### src/rtl/alu_arbiter.sv
// Round-robin front end that shares a single ALU between N_REQ requesters,
// holding the ALU inputs stable for the op latency and routing the response back.
module alu_arbiter #(
  parameter int N_REQ       = 4,
  parameter int WIDTH       = 32,
  parameter int OPCODE      = 4,
  parameter int REGS_CODING = 3,
  parameter int FLAGS       = 4,
  parameter int MUL_CYCLES  = 2,
  parameter int DIV_CYCLES  = 4
) (
  input  logic                         clk,
  input  logic                         rst_n,
  input  logic [N_REQ-1:0]             req,
  input  logic [N_REQ*OPCODE-1:0]      req_opcode,
  input  logic [N_REQ*WIDTH-1:0]       req_op1,
  input  logic [N_REQ*WIDTH-1:0]       req_op2,
  input  logic [N_REQ-1:0]             req_cin,
  input  logic [N_REQ*REGS_CODING-1:0] req_dest,
  output logic [N_REQ-1:0]             gnt,
  output logic [N_REQ-1:0]             done,
  output logic [WIDTH-1:0]             rsp_result,
  output logic [FLAGS-1:0]             rsp_flags,
  output logic [REGS_CODING-1:0]       rsp_dest,
  output logic                         rsp_divz,
  output logic                         busy,
  output logic                         alu_en,
  output logic [OPCODE-1:0]            alu_opcode,
  output logic [WIDTH-1:0]             alu_op1,
  output logic [WIDTH-1:0]             alu_op2,
  output logic                         alu_cin,
  output logic [REGS_CODING-1:0]       alu_dest,
  input  logic [WIDTH-1:0]             alu_result,
  input  logic [FLAGS-1:0]             alu_flags,
  input  logic [REGS_CODING-1:0]       alu_dest_out
);

  localparam int IDXW   = $clog2(N_REQ);
  localparam int PW     = IDXW + 1;
  localparam int MAXLAT = (MUL_CYCLES > DIV_CYCLES) ? MUL_CYCLES : DIV_CYCLES;
  localparam int CNTW   = (MAXLAT > 1) ? $clog2(MAXLAT) : 1;
  localparam logic [PW-1:0]     NREQ_W     = PW'(N_REQ);
  localparam logic [OPCODE-1:0] OP_MUL     = OPCODE'(4'b0100);
  localparam logic [OPCODE-1:0] OP_DIV     = OPCODE'(4'b0101);
  localparam logic [FLAGS-1:0]  DIVZ_FLAGS = FLAGS'(4'b0010);
  localparam logic [N_REQ-1:0]  ONE_HOT0   = {{(N_REQ-1){1'b0}}, 1'b1};

  typedef enum logic [1:0] {
    S_IDLE = 2'd0,
    S_EXEC = 2'd1,
    S_DONE = 2'd2
  } state_t;

  state_t                 state_q, state_d;
  logic [IDXW-1:0]        ptr_q, ptr_d;
  logic [IDXW-1:0]        owner_q, owner_d;
  logic [OPCODE-1:0]      opcode_q, opcode_d;
  logic [WIDTH-1:0]       op1_q, op1_d;
  logic [WIDTH-1:0]       op2_q, op2_d;
  logic                   cin_q, cin_d;
  logic [REGS_CODING-1:0] dest_q, dest_d;
  logic [CNTW-1:0]        cnt_q, cnt_d;
  logic                   divz_q, divz_d;
  logic [WIDTH-1:0]       rsp_result_q, rsp_result_d;
  logic [FLAGS-1:0]       rsp_flags_q, rsp_flags_d;
  logic [REGS_CODING-1:0] rsp_dest_q, rsp_dest_d;
  logic                   rsp_divz_q, rsp_divz_d;

  logic                   win_valid_s;
  logic [IDXW-1:0]        win_idx_s;
  logic [PW-1:0]          sum_s;
  logic [IDXW-1:0]        cand_s;
  logic                   arb_en_s;
  logic [OPCODE-1:0]      win_opcode_s;
  logic [WIDTH-1:0]       win_op2_s;

  // Round-robin pick: scanning downward makes (ptr+1) the last, hence winning, overwrite.
  always_comb begin
    win_valid_s = 1'b0;
    win_idx_s   = '0;
    sum_s       = '0;
    cand_s      = '0;
    for (int k = N_REQ - 1; k >= 0; k--) begin
      sum_s       = {1'b0, ptr_q} + PW'(k + 1);
      sum_s       = (sum_s >= NREQ_W) ? (sum_s - NREQ_W) : sum_s;
      cand_s      = sum_s[IDXW-1:0];
      win_idx_s   = req[cand_s] ? cand_s : win_idx_s;
      win_valid_s = win_valid_s | req[cand_s];
    end
  end

  assign arb_en_s     = (state_q == S_IDLE) || (state_q == S_DONE);
  assign win_opcode_s = req_opcode[int'(win_idx_s)*OPCODE +: OPCODE];
  assign win_op2_s    = req_op2[int'(win_idx_s)*WIDTH +: WIDTH];

  // Next-state, operand capture, latency counting and response capture.
  always_comb begin
    state_d      = state_q;
    ptr_d        = ptr_q;
    owner_d      = owner_q;
    opcode_d     = opcode_q;
    op1_d        = op1_q;
    op2_d        = op2_q;
    cin_d        = cin_q;
    dest_d       = dest_q;
    cnt_d        = cnt_q;
    divz_d       = divz_q;
    rsp_result_d = rsp_result_q;
    rsp_flags_d  = rsp_flags_q;
    rsp_dest_d   = rsp_dest_q;
    rsp_divz_d   = rsp_divz_q;
    case (state_q)
      S_IDLE, S_DONE: begin
        if (win_valid_s) begin
          state_d  = S_EXEC;
          ptr_d    = win_idx_s;
          owner_d  = win_idx_s;
          opcode_d = win_opcode_s;
          op1_d    = req_op1[int'(win_idx_s)*WIDTH +: WIDTH];
          op2_d    = win_op2_s;
          cin_d    = req_cin[win_idx_s];
          dest_d   = req_dest[int'(win_idx_s)*REGS_CODING +: REGS_CODING];
          divz_d   = (win_opcode_s == OP_DIV) && (win_op2_s == '0);
          // A divide by zero skips the divider, so it completes in one cycle.
          if (win_opcode_s == OP_MUL) begin
            cnt_d = CNTW'(MUL_CYCLES - 1);
          end else if ((win_opcode_s == OP_DIV) && (win_op2_s != '0)) begin
            cnt_d = CNTW'(DIV_CYCLES - 1);
          end else begin
            cnt_d = '0;
          end
        end else begin
          state_d = S_IDLE;
        end
      end
      S_EXEC: begin
        if (cnt_q == '0) begin
          state_d    = S_DONE;
          rsp_divz_d = divz_q;
          if (divz_q) begin
            rsp_result_d = '1;
            rsp_flags_d  = DIVZ_FLAGS;
            rsp_dest_d   = dest_q;
          end else begin
            rsp_result_d = alu_result;
            rsp_flags_d  = alu_flags;
            rsp_dest_d   = alu_dest_out;
          end
        end else begin
          cnt_d = cnt_q - CNTW'(1);
        end
      end
      default: begin
        state_d = S_IDLE;
      end
    endcase
  end

  // State and datapath registers; reset leaves requester 0 at top priority.
  always_ff @(posedge clk or negedge rst_n) begin
    if (!rst_n) begin
      state_q      <= S_IDLE;
      ptr_q        <= IDXW'(N_REQ - 1);
      owner_q      <= '0;
      opcode_q     <= '0;
      op1_q        <= '0;
      op2_q        <= '0;
      cin_q        <= 1'b0;
      dest_q       <= '0;
      cnt_q        <= '0;
      divz_q       <= 1'b0;
      rsp_result_q <= '0;
      rsp_flags_q  <= '0;
      rsp_dest_q   <= '0;
      rsp_divz_q   <= 1'b0;
    end else begin
      state_q      <= state_d;
      ptr_q        <= ptr_d;
      owner_q      <= owner_d;
      opcode_q     <= opcode_d;
      op1_q        <= op1_d;
      op2_q        <= op2_d;
      cin_q        <= cin_d;
      dest_q       <= dest_d;
      cnt_q        <= cnt_d;
      divz_q       <= divz_d;
      rsp_result_q <= rsp_result_d;
      rsp_flags_q  <= rsp_flags_d;
      rsp_dest_q   <= rsp_dest_d;
      rsp_divz_q   <= rsp_divz_d;
    end
  end

  // gnt is qualified by rst_n so a held request cannot show a grant during reset.
  assign gnt        = (arb_en_s && win_valid_s && rst_n) ? (ONE_HOT0 << win_idx_s) : '0;
  assign done       = (state_q == S_DONE) ? (ONE_HOT0 << owner_q) : '0;
  assign busy       = (state_q == S_EXEC);
  assign alu_en     = (state_q == S_EXEC);
  assign alu_opcode = opcode_q;
  assign alu_op1    = op1_q;
  assign alu_op2    = op2_q;
  assign alu_cin    = cin_q;
  assign alu_dest   = dest_q;
  assign rsp_result = rsp_result_q;
  assign rsp_flags  = rsp_flags_q;
  assign rsp_dest   = rsp_dest_q;
  assign rsp_divz   = rsp_divz_q;

endmodule

### config.mk
export PLATFORM = sky130hd
export DESIGN_NAME = alu_arbiter
export DESIGN_NICKNAME = d
export VERILOG_FILES = /design/src/rtl/alu_arbiter.sv
export SDC_FILE = /design/constraint.sdc
export NUM_CORES = 1
export LEC_CHECK = 0
export BUFFER_PORTS_ARGS = -buffer_cell sky130_fd_sc_hd__buf_4
export CAP_MARGIN = 20
export CORE_AREA = 3 3 175 177
export CTS_CLUSTER_DIAMETER = 30
export CTS_CLUSTER_SIZE = 16
export DETAILED_ROUTE_END_ITERATION = 8
export DIE_AREA = 0 0 178 180
export GPL_TIMING_DRIVEN = 0
export MAX_ROUTING_LAYER = met4
export PLACE_DENSITY_LB_ADDON = 0.3
export SLEW_MARGIN = 5
export SYNTH_ARGS = -nofsm -noshare
export SYNTH_HDL_FRONTEND = slang
export SYNTH_SLANG_ARGS = --single-unit
### constraint.sdc
create_clock -name clk -period 6.2 [get_ports clk]
set_clock_uncertainty 0.15 [all_clocks]
set_input_delay 1.24 -clock clk [delete_from_list [all_inputs] [get_ports clk]]
set_output_delay 1.24 -clock clk [all_outputs]
set_load 0.01 [all_outputs]
==> impl_metrics.env, run 1 <==
export IMPL_syn_area_per_cell_um2=8.52
export IMPL_synth_fa_ha_area_frac=0.00173
export IMPL_grt_pass1_vias=8721
export IMPL_end_kind="primary output"
export IMPL_num_vias=8534
export IMPL_critical_path_reg2reg_endpoint="alu_op2[19]"
export IMPL_worst_pin_slew_ns=1.05
export IMPL_worst_setup_path_start_kind="input port"
export IMPL_number_of_enable_flip_flop_cells_after_synthesis=0
export IMPL_clock_tree_from_tritoncts="done"
export IMPL_hold_slack_ns=0.326
export IMPL_drt_pass1_iter_count=5
export IMPL_postCtsSetupBuffers=0
export IMPL_hold_path_class="reg -> reg"
export IMPL_r2r_setup_slk_ns=2.69
export IMPL_gr_total_overflow=0
export IMPL_synth_compound_gate_area_share=0.246
export IMPL_final_layout_size_suffix_gt1_frac=0.386
export IMPL_cts_buffers=17
export IMPL_detail_route_antenna_nets=0
export IMPL_placementRows=63
export IMPL_finalSetupViolations=0
export IMPL_power_leakage_nw=5.91
export IMPL_gp_congestion=0.913
export IMPL_global_route_usage_total=0.223
export IMPL_cts_resized=0
export IMPL_cp_required_ns=4.81
export IMPL_synthMostInstantiatedCell="nand2_1"
export IMPL_htree_num_levels=4
export IMPL_timing_reg2reg_worst_path_depth=7
export IMPL_synth_ff_type="dfrtp_1"
export IMPL_cts_max_path_buffers=2
export IMPL_distinct_cells_synth=44
export IMPL_postLayoutCellArea_um2=11800
export IMPL_hold_violations=0
export IMPL_slew_violations=0
export IMPL_synth_top_area_cell="dfrtp_1"
export IMPL_crit_reg2reg_launch="ptr_q[1]"
export IMPL_routed_wirelength_mm=36.3
export IMPL_placement_io_buffers=454
export IMPL_slew_headroom=0.302
export IMPL_drc=0
export IMPL_syn2layout_area_growth_pct=62.5
export IMPL_clock_fmax_ghz=0.193
export IMPL_worst_hold_startpoint="alu_op2[1]"
export IMPL_grt_start_max_net_pins=66
export IMPL_fin_setup_tns_ns=0
export IMPL_syn_num_nets=1183
export IMPL_final_net_count=1657
export IMPL_layout_worst_path_cycle_share=0.836
export IMPL_detailedPlacementHpwl_mm=29.2
export IMPL_finalPower_mw=5.50
export IMPL_total_die_area_um2=32000
export IMPL_clk_latency_worst_skew_pair_ns=0.41
export IMPL_cp_arrival_ns=3.79
export IMPL_dr_first_iter_drc_count=541
export IMPL_design_portCount=455
export IMPL_rsz_0062_raised_after_global_routing="no"
export IMPL_placedInstanceArea_um2=11200
export IMPL_outcome="finished, final reports clean"
export IMPL_synth_seq_cells=121
export IMPL_synth_top_cell_area_share=0.412
export IMPL_timing_critical_path_from="req[3]"
export IMPL_clk_root_buffer_cell="clkbuf_16"
export IMPL_routed_via_density=4.94
export IMPL_ys_async_sr_fraction=1.00
export IMPL_synth_yosys_seq_area_share=0.419
export IMPL_area_of_combinational_cells_with_multiple_inputs_um2=3860
export IMPL_n_fill_cell=3040
export IMPL_cp_max_fo=10
export IMPL_floorplan_core_area_um2=29400
export IMPL_floorplan_die_width_um=178
export IMPL_timing_final_crit_period_ns=5.18
export IMPL_worst_setup_hold_path_clk_slew_ns=0.06
export IMPL_hold_path_cell_count=1
export IMPL_yosys_mux_area_fraction=0.0602
export IMPL_wire_length_of_the_first_global_routing_pass_mm=52.6
export IMPL_pwr_density_nw_per_um2=468
export IMPL_layout_area_seq_um2=3030
export IMPL_synthesis_instances=849
export IMPL_syn_area_um2=7240
export IMPL_yosys_warnings=0
export IMPL_ir_drop_mv=0.161
export IMPL_synth_xor_area_frac=0
export IMPL_die_height_um=180
export IMPL_cap_viol_max_count=0
export IMPL_routed_wire_length_per_instance_um=21.0
export IMPL_combinational_family_with_the_most_area_after_synthesis="compound AO/OA/AOI/OAI gates"
export IMPL_cts_sink_count=121
export IMPL_cts_hold_buffers_added=0
export IMPL_criticalPathCategory="in -> out"
export IMPL_synthSimpleGateAreaFrac=0.226
export IMPL_synth_top_cells_by_count="205 x nand2_1, 119 x dfrtp_1, 59 x a21o_1, 59 x a311oi_1"
export IMPL_synthTopCellsByArea="dfrtp_1 41%, nand2_1 11%, a311oi_1 7.1%, a21o_1 6.1%, a211oi_1 6.0%"
export IMPL_min_to="alu_op2[1]"
export IMPL_initial_antenna_violation_count=2
export IMPL_initial_core_util=0.246
-- cell type report --
class,instances,share of cell area
Timing Repair Buffer,455,0.292
Inverter,4,0.00128
Buffer,77,0.0279
Sequential cell,121,0.258
Tap cell,390,0.0415
Clock inverter,14,0.0138
Multi-Input combinational cell,647,0.328
Antenna cell,2,0.000426
Clock buffer,18,0.0365
-- logic make-up after synthesis --
family,after synthesis
adder cells (fa/ha/maj),1
multiplexers,43
AND/OR/NAND/NOR,358
AO/OA/AOI/OAI,245
flip-flops,121
buffers and inverters,81
-- worst max-delay path: stages --
cell and delay [ns]:
buf_4 0.13, nor2b_1 0.15, o221ai_1 0.82, clkbuf_1 0.61, clkbuf_1 0.42, nand3_1 0.13
nor2_1 0.13, buf_4 0.14
-- worst max path at each step --
stage          endpoint  slack, ns  cells past startpoint
3_5_place_dp     gnt[1]       0.94                      8
5_1_grt          gnt[0]       0.79                     10
2_1_floorplan    gnt[0]       1.99                      8
4_1_cts          gnt[0]       0.94                      7
3_3_place_gp     gnt[1]       0.93                      8
6_report         gnt[1]       1.02                      8
-- cell usage in the layout (no fill, tap or decap), types with 7 or more instances in the layout --
cell and count:
a211oi_1 58, a21o_1 59, a21oi_1 7, a311oi_1 59
and2_1 58, buf_2 18, buf_4 455, clkbuf_1 54
clkbuf_16 17, dfrtp_1 119, mux2i_1 39, nand2_1 205
nor2_1 44, nor3_1 8, nor4_1 9, o21ai_0 52
or4_1 9
-- report_power, final --
group          total, mW  switching, mW  internal, mW
sequential          1.42          0.226          1.19
clock               1.03          0.429         0.605
combinational       3.04           1.74          1.31
-- stage by stage --
| step | setup slack (ns) | util | cells |
|---|---|---|---|
| after global placement | 0.927 | 0.379 | 1693 |
| after global routing | 0.792 | 0.400 | 1728 |
| final | 1.02 | 0.400 | 1728 |
| after CTS | 0.938 | 0.400 | 1726 |
| after floorplan | 1.99 | - | 849 |
| after detailed placement | 0.943 | 0.380 | 1694 |
-- sequential cells by signal (all words and copies together), names as in the netlist --
register,flops
state_q,2
owner_q,2
alu_dest,3
rsp_flags,4
rsp_divz,1
alu_op1,32
rsp_dest,3
alu_cin,1
divz_q,1
cnt_q,2
alu_opcode,4
ptr_q,2
rsp_result,32
alu_op2,32
-- per-layer routing --
layer | GRT usage | up-vias | wire length [um]
li1 | - | 3999 | -
met4 | 0.0556 | 0 | 605
met3 | 0.0541 | 29 | 3020
met1 | 0.259 | 4111 | 14500
met2 | 0.384 | 395 | 18200
met5 | - | - | 0
Power figures use the tool's default switching activity.
==> run 2: changes to the inputs <==
--- a/config.mk
+++ b/config.mk
@@ -5,13 +5,14 @@
 export SDC_FILE = /design/constraint.sdc
 export NUM_CORES = 1
 export LEC_CHECK = 0
+export ABC_AREA = 1
 export BUFFER_PORTS_ARGS = -buffer_cell sky130_fd_sc_hd__buf_4
 export CAP_MARGIN = 20
-export CORE_AREA = 3 3 175 177
+export CORE_AREA = 3 3 173 175
 export CTS_CLUSTER_DIAMETER = 30
 export CTS_CLUSTER_SIZE = 16
 export DETAILED_ROUTE_END_ITERATION = 8
-export DIE_AREA = 0 0 178 180
+export DIE_AREA = 0 0 176 178
 export GPL_TIMING_DRIVEN = 0
 export MAX_ROUTING_LAYER = met4
 export PLACE_DENSITY_LB_ADDON = 0.3
==> constraint.sdc (replaced) <==
create_clock -name clk -period 5.1 [get_ports clk]
set_clock_uncertainty 0.15 [all_clocks]
set_input_delay 1.02 -clock clk [delete_from_list [all_inputs] [get_ports clk]]
set_output_delay 1.02 -clock clk [all_outputs]
set_load 0.01 [all_outputs]
==> impl_metrics.env, run 2 <==
export IMPL_syn_area_per_cell_um2=7.32
export IMPL_distinct_cells_synth=32
export IMPL_critical_path_slowest_cell="clkbuf_1"
export IMPL_final_util=0.396
export IMPL_global_route_usage_total=0.223
export IMPL_finalSetupViolations=0
export IMPL_end_kind="primary output"
export IMPL_clk_latency_worst_skew_pair_ns=0.41
export IMPL_slew_headroom=0.496
export IMPL_number_of_enable_flip_flop_cells_after_synthesis=0
export IMPL_synth_top_cells_by_count="389 x nand2_1, 119 x dfrtp_1, 68 x nor2_1"
export IMPL_dr_first_iter_drc_count=511
export IMPL_grt_start_max_net_pins=66
export IMPL_timing_final_crit_period_ns=4.36
export IMPL_cp_arrival_ns=3.19
export IMPL_synthTopCellsByArea="dfrtp_1 44%, nand2_1 22%, nand3_1 4.9%, o22a_1 4.3%, nand4_1 4.0%"
export IMPL_htree_num_levels=4
export IMPL_detailedPlacementHpwl_mm=29.0
export IMPL_layout_worst_path_cycle_share=0.854
export IMPL_pwr_density_nw_per_um2=824
export IMPL_syn_num_nets=1262
export IMPL_wire_length_of_the_first_global_routing_pass_mm=50.5
export IMPL_design_portCount=455
export IMPL_cap_viol_max_count=0
export IMPL_hold_violations=0
export IMPL_gp_congestion=0.910
export IMPL_n_fill_cell=3068
export IMPL_clk_root_buffer_cell="clkbuf_16"
export IMPL_cp_cell_sequence="buf_4, inv_1, nand2_1, nand2_1, nand2_1, nor3_1, nor2_1, clkbuf_1, nand2_1, nor2_1, buf_4"
export IMPL_worst_pin_slew_ns=0.756
export IMPL_cts_buffers=17
export IMPL_cts_max_path_buffers=2
export IMPL_gr_usage_met2=0.395
export IMPL_slew_violations=0
export IMPL_synth_seq_cells=121
export IMPL_gr_usage_met3=0.0549
export IMPL_clock_tree_from_tritoncts="done"
export IMPL_drt_pass1_iter_count=4
export IMPL_criticalPathCategory="in -> out"
export IMPL_final_net_count=1736
export IMPL_synth_top_cell_area_share=0.439
export IMPL_worst_setup_path_start_kind="input port"
export IMPL_grt_util_met1=0.247
export IMPL_num_vias=8452
export IMPL_ys_async_sr_fraction=1.00
export IMPL_routed_via_density=4.69
export IMPL_yosys_warnings=0
export IMPL_path_common_cell="nand2_1"
export IMPL_placement_io_buffers=454
export IMPL_fin_setup_tns_ns=0
export IMPL_hold_path_class="reg -> reg"
export IMPL_floorplan_core_area_um2=28600
export IMPL_routed_wire_length_per_instance_um=20.0
export IMPL_power_leakage_nw=5.85
export IMPL_synthesis_instances=928
export IMPL_synth_yosys_seq_area_share=0.446
export IMPL_worst_setup_hold_path_clk_slew_ns=0.06
export IMPL_clock_fmax_ghz=0.230
export IMPL_outcome="finished, final reports clean"
export IMPL_cts_resized=0
export IMPL_rsz_0062_raised_after_global_routing="no"
export IMPL_final_layout_size_suffix_gt1_frac=0.376
export IMPL_finalPower_mw=9.34
export IMPL_synthMostInstantiatedCell="nand2_1"
export IMPL_postCtsSetupBuffers=0
export IMPL_grt_pass1_vias=8478
export IMPL_cp_required_ns=3.93
export IMPL_synth_top_area_cell="dfrtp_1"
export IMPL_grt_busiest_layer="met2"
export IMPL_cts_sink_count=121
export IMPL_gr_total_overflow=0
export IMPL_mostFrequentLayoutCells="456 x buf_4, 389 x nand2_1, 119 x dfrtp_1"
export IMPL_final_common_cell="buf_4"
export IMPL_syn_area_um2=6790
export IMPL_initial_antenna_violation_count=3
export IMPL_die_height_um=178
export IMPL_ir_drop_mv=0.423
export IMPL_syn2layout_area_growth_pct=67.1
export IMPL_placementRows=62
export IMPL_hold_path_cell_count=2
export IMPL_synth_ff_type="dfrtp_1"
export IMPL_critical_path_max_stage_delay_ns=0.54
export IMPL_cts_hold_buffers_added=0
export IMPL_drc=0
export IMPL_detail_route_antenna_nets=0
export IMPL_floorplan_die_width_um=176
export IMPL_total_die_area_um2=31300
export IMPL_cp_max_fo=10
export IMPL_routed_wirelength_mm=36.0
export IMPL_timing_reg2reg_worst_path_depth=21
export IMPL_initial_core_util=0.237
[run 2: changes by cell type in the layout (fill, tap and decap cells not counted), moves of 58 or more]
cell,delta
nand2_1,+184
nand3_1,+61
a21o_1,-59
a311oi_1,-59
a211oi_1,-58
and2_1,-58
[run 2: routing by layer]
layer	vias up	wire length, um
li1	4055	-
met1	3965	13900
met2	388	18300
met3	44	2670
met4	0	1150
met5	-	0
[run 2: kinds of logic after synthesis]
| family | share of synthesized area |
|---|---|
| fa+ha+maj | 0.00184 |
| compound gates | 0.134 |
| buf+inv | 0.0652 |
| simple gates | 0.353 |
| flops | 0.446 |
[run 2: metrics by stage]
step | hold WS [ns] | instances | worst slack [ns] | instance area [um^2]
6_report | 0.336 | 1802 | 0.744 | 11300
5_1_grt | 0.356 | 1802 | 0.382 | 11300
4_1_cts | 0.340 | 1799 | 0.593 | 11300
3_5_place_dp | 0.316 | 1767 | 0.617 | 10700
3_3_place_gp | 0.314 | 1766 | 0.589 | 10700
2_1_floorplan | 0.321 | 928 | 1.68 | 6790
[run 2: path summary, 6_finish.rpt]
kind	startpoint	endpoint	slack, ns
max	req[3]	gnt[0]	0.74
min	alu_op2[6]	alu_op2[6]	0.34
max reg2reg	ptr_q[0]	cnt_q[0]	1.79
min reg2reg	alu_op2[6]	alu_op2[6]	0.34
max in group asynchronous	rst_n	state_q[0]	3.61
min in group asynchronous	rst_n	alu_op1[0]	0.40
[run 2: final cells by class]
class / instances / area, um^2 / area share
clock buffers: 17 / 425 / 0.0375
plain buffers: 63 / 327 / 0.0288
repair buffers: 455 / 3440 / 0.303
well taps: 384 / 480 / 0.0424
multi-input cells: 713 / 3320 / 0.292
flip-flops and latches: 121 / 3030 / 0.267
clock inverters: 15 / 201 / 0.0178
diodes: 3 / 7.51 / 0.000662
inverters: 31 / 116 / 0.0103
[run 2: worst max-delay path, delay by kind of cell]
kind / cells / cell delay (ns)
buffers and inverters: 4 / 0.83
AND/OR/NAND/NOR: 7 / 1.33
[run 2: report_power, final]
part | total, mW | switching, mW | internal [mW]
logic | 6.27 | 4.05 | 2.22
registers | 1.74 | 0.274 | 1.47
clock network | 1.33 | 0.535 | 0.792
==> run 3: changes to the inputs <==
==> config.mk (replaced) <==
export PLATFORM = sky130hd
export DESIGN_NAME = alu_arbiter
export DESIGN_NICKNAME = d
export VERILOG_FILES = /design/src/rtl/alu_arbiter.sv
export SDC_FILE = /design/constraint.sdc
export NUM_CORES = 1
export LEC_CHECK = 0
export ABC_AREA = 1
export CAP_MARGIN = 20
export CORE_AREA = 3 3 175 177
export CTS_BUF_LIST = sky130_fd_sc_hd__clkbuf_16
export CTS_CLUSTER_DIAMETER = 30
export CTS_CLUSTER_SIZE = 16
export DETAILED_ROUTE_END_ITERATION = 8
export DIE_AREA = 0 0 178 180
export DONT_BUFFER_PORTS = 1
export GPL_TIMING_DRIVEN = 0
export MAX_ROUTING_LAYER = met4
export PLACE_DENSITY_LB_ADDON = 0.25
export SLEW_MARGIN = 5
export SYNTH_ARGS = -nofsm -noshare
export SYNTH_HDL_FRONTEND = slang
export SYNTH_SLANG_ARGS = --single-unit
==> impl_metrics.env, run 3 (same netlist as run 2, synthesis figures left out) <==
export IMPL_power_leakage_nw=3.62
export IMPL_cts_hold_buffers_added=0
export IMPL_cp_max_fo=10
export IMPL_placementRows=63
export IMPL_cts_max_path_buffers=2
export IMPL_worst_setup_path_start_kind="flop"
export IMPL_postLayoutCellArea_um2=7870
export IMPL_slew_headroom=0.493
export IMPL_detail_route_antenna_nets=0
export IMPL_critical_path_slowest_cell="dfstp_2"
export IMPL_gr_total_overflow=0
export IMPL_timing_final_crit_period_ns=4.52
export IMPL_internal_power_mw=3.72
export IMPL_slew_violations=0
export IMPL_syn2layout_area_growth_pct=15.9
export IMPL_clk_root_buffer_cell="clkbuf_16"
export IMPL_cp_required_ns=3.93
export IMPL_dr_first_iter_drc_count=379
export IMPL_hold_violations=0
export IMPL_gp_congestion=0.915
export IMPL_worst_setup_hold_path_clk_slew_ns=0.07
export IMPL_finalPower_mw=8.46
export IMPL_final_net_count=1281
export IMPL_p_seq_frac=0.246
export IMPL_path_common_cell="nand2_1"
export IMPL_place_inst=1318
export IMPL_htree_num_levels=4
export IMPL_setup_ws_ns=0.579
export IMPL_grt_pass1_vias=7023
export IMPL_placement_io_buffers=0
export IMPL_initial_core_util=0.231
export IMPL_gr_usage_met3=0.0488
export IMPL_finalSetupViolations=0
export IMPL_clock_tree_from_tritoncts="done"
export IMPL_fin_setup_tns_ns=0
export IMPL_floorplan_die_width_um=178
export IMPL_drt_pass1_iter_count=5
export IMPL_clock_fmax_ghz=0.221
export IMPL_initial_antenna_violation_count=5
export IMPL_r2r_setup_slk_ns=1.76
export IMPL_cts_sink_count=121
export IMPL_mostFrequentLayoutCells="389 x nand2_1, 119 x dfrtp_1, 68 x nor2_1"
export IMPL_pwr_density_nw_per_um2=1080
export IMPL_hold_slack_ns=0.148
export IMPL_design_portCount=455
export IMPL_grt_util_met1=0.220
export IMPL_comb_power_share=0.608
export IMPL_routed_wire_length_per_instance_um=25.1
export IMPL_postCtsSetupBuffers=0
export IMPL_cts_buffers=17
export IMPL_worst_pin_slew_ns=0.761
export IMPL_floorplan_core_area_um2=29400
export IMPL_critical_path_max_stage_delay_ns=0.60
export IMPL_routed_via_density=5.06
export IMPL_clk_latency_worst_skew_pair_ns=0.42
export IMPL_gr_usage_met2=0.369
export IMPL_hold_path_class="in -> async"
export IMPL_cp_cell_sequence="inv_2, nand2_1, nand2_1, nand2_1, nor3_1, nor2_1, clkbuf_1, nand2_1, nor2_1"
export IMPL_layout_worst_path_cycle_share=0.886
export IMPL_criticalPathCategory="reg -> out"
export IMPL_drc=0
export IMPL_power_clock_fraction=0.146
export IMPL_placedInstanceArea_um2=7280
export IMPL_outcome="finished, final reports clean"
export IMPL_pre_cts_ws_ns=0.524
export IMPL_total_die_area_um2=32000
export IMPL_routed_wirelength_mm=34.1
export IMPL_detailedPlacementHpwl_mm=27.3
export IMPL_die_height_um=180
export IMPL_end_kind="primary output"
export IMPL_rsz_0062_raised_after_global_routing="no"
export IMPL_final_layout_size_suffix_gt1_frac=0.0771
export IMPL_finish_cell_count_without_fillers=1355
export IMPL_power_net_switching_mw=4.73
export IMPL_num_vias=6851
export IMPL_final_common_cell="nand2_1"
export IMPL_cp_arrival_ns=3.35
export IMPL_cap_viol_max_count=0
export IMPL_cts_resized=0
export IMPL_ir_drop_mv=0.411
export IMPL_grt_start_max_net_pins=123
export IMPL_grt_busiest_layer="met2"
export IMPL_switching_share=0.560
export IMPL_global_route_usage_total=0.210
export IMPL_final_util=0.268
export IMPL_wire_length_of_the_first_global_routing_pass_mm=47.3
run 3: cell count changes in the layout (fill, tap and decap cells not counted), moves of 2 or more:
cell	previous run	this run
clkinvlp_4	1	3
diode_2	3	5
inv_6	6	3
inv_8	3	0
buf_4	456	3
inv_1	24	26
run 3: power by group through the flow:
stage	logic, mW	registers [mW]	clock network, mW
6_report	5.14	2.08	1.24
5_1_grt	5.76	2.13	1.32
4_1_cts	5.22	2.09	1.28
3_5_place_dp	5.22	2.10	0
3_3_place_gp	5.16	2.10	0
2_1_floorplan	3.44	1.92	0
run 3: cell type report:
| class | count | area [um^2] |
|---|---|---|
| tap | 390 | 488 |
| inverter | 31 | 116 |
| antenna | 5 | 12.5 |
| multi-input combinational | 713 | 3320 |
| clock inverter | 15 | 151 |
| clock buffer | 17 | 425 |
| fill | 3267 | 21500 |
| buffer | 63 | 327 |
| sequential | 121 | 3030 |
run 3: critical path: cells and delay by family, from the launching register on:
family        cells  cell delay (ns)
simple gates      7             1.70
buf+inv           2             0.64
flops             1             0.60
run 3: worst paths after layout:
| kind | start | to | depth (start not counted) |
|---|---|---|---|
| hold reg to reg | cnt_q[0] | cnt_q[0] | 2 |
| setup / recovery | ptr_q[0] | gnt[0] | 9 |
| setup reg to reg | ptr_q[0] | cnt_q[1] | 21 |
| hold / removal | rst_n | rsp_result[11] | 0 |
| max in group asynchronous | rst_n | ptr_q[1] | 0 |
| min in group clk | cnt_q[0] | cnt_q[0] | 2 |
run 3: routing by layer:
layer,up-vias,share of wire
li1,3157,-
met2,385,0.52
met4,0,0.039
met5,-,0
met1,3255,0.36
met3,54,0.082
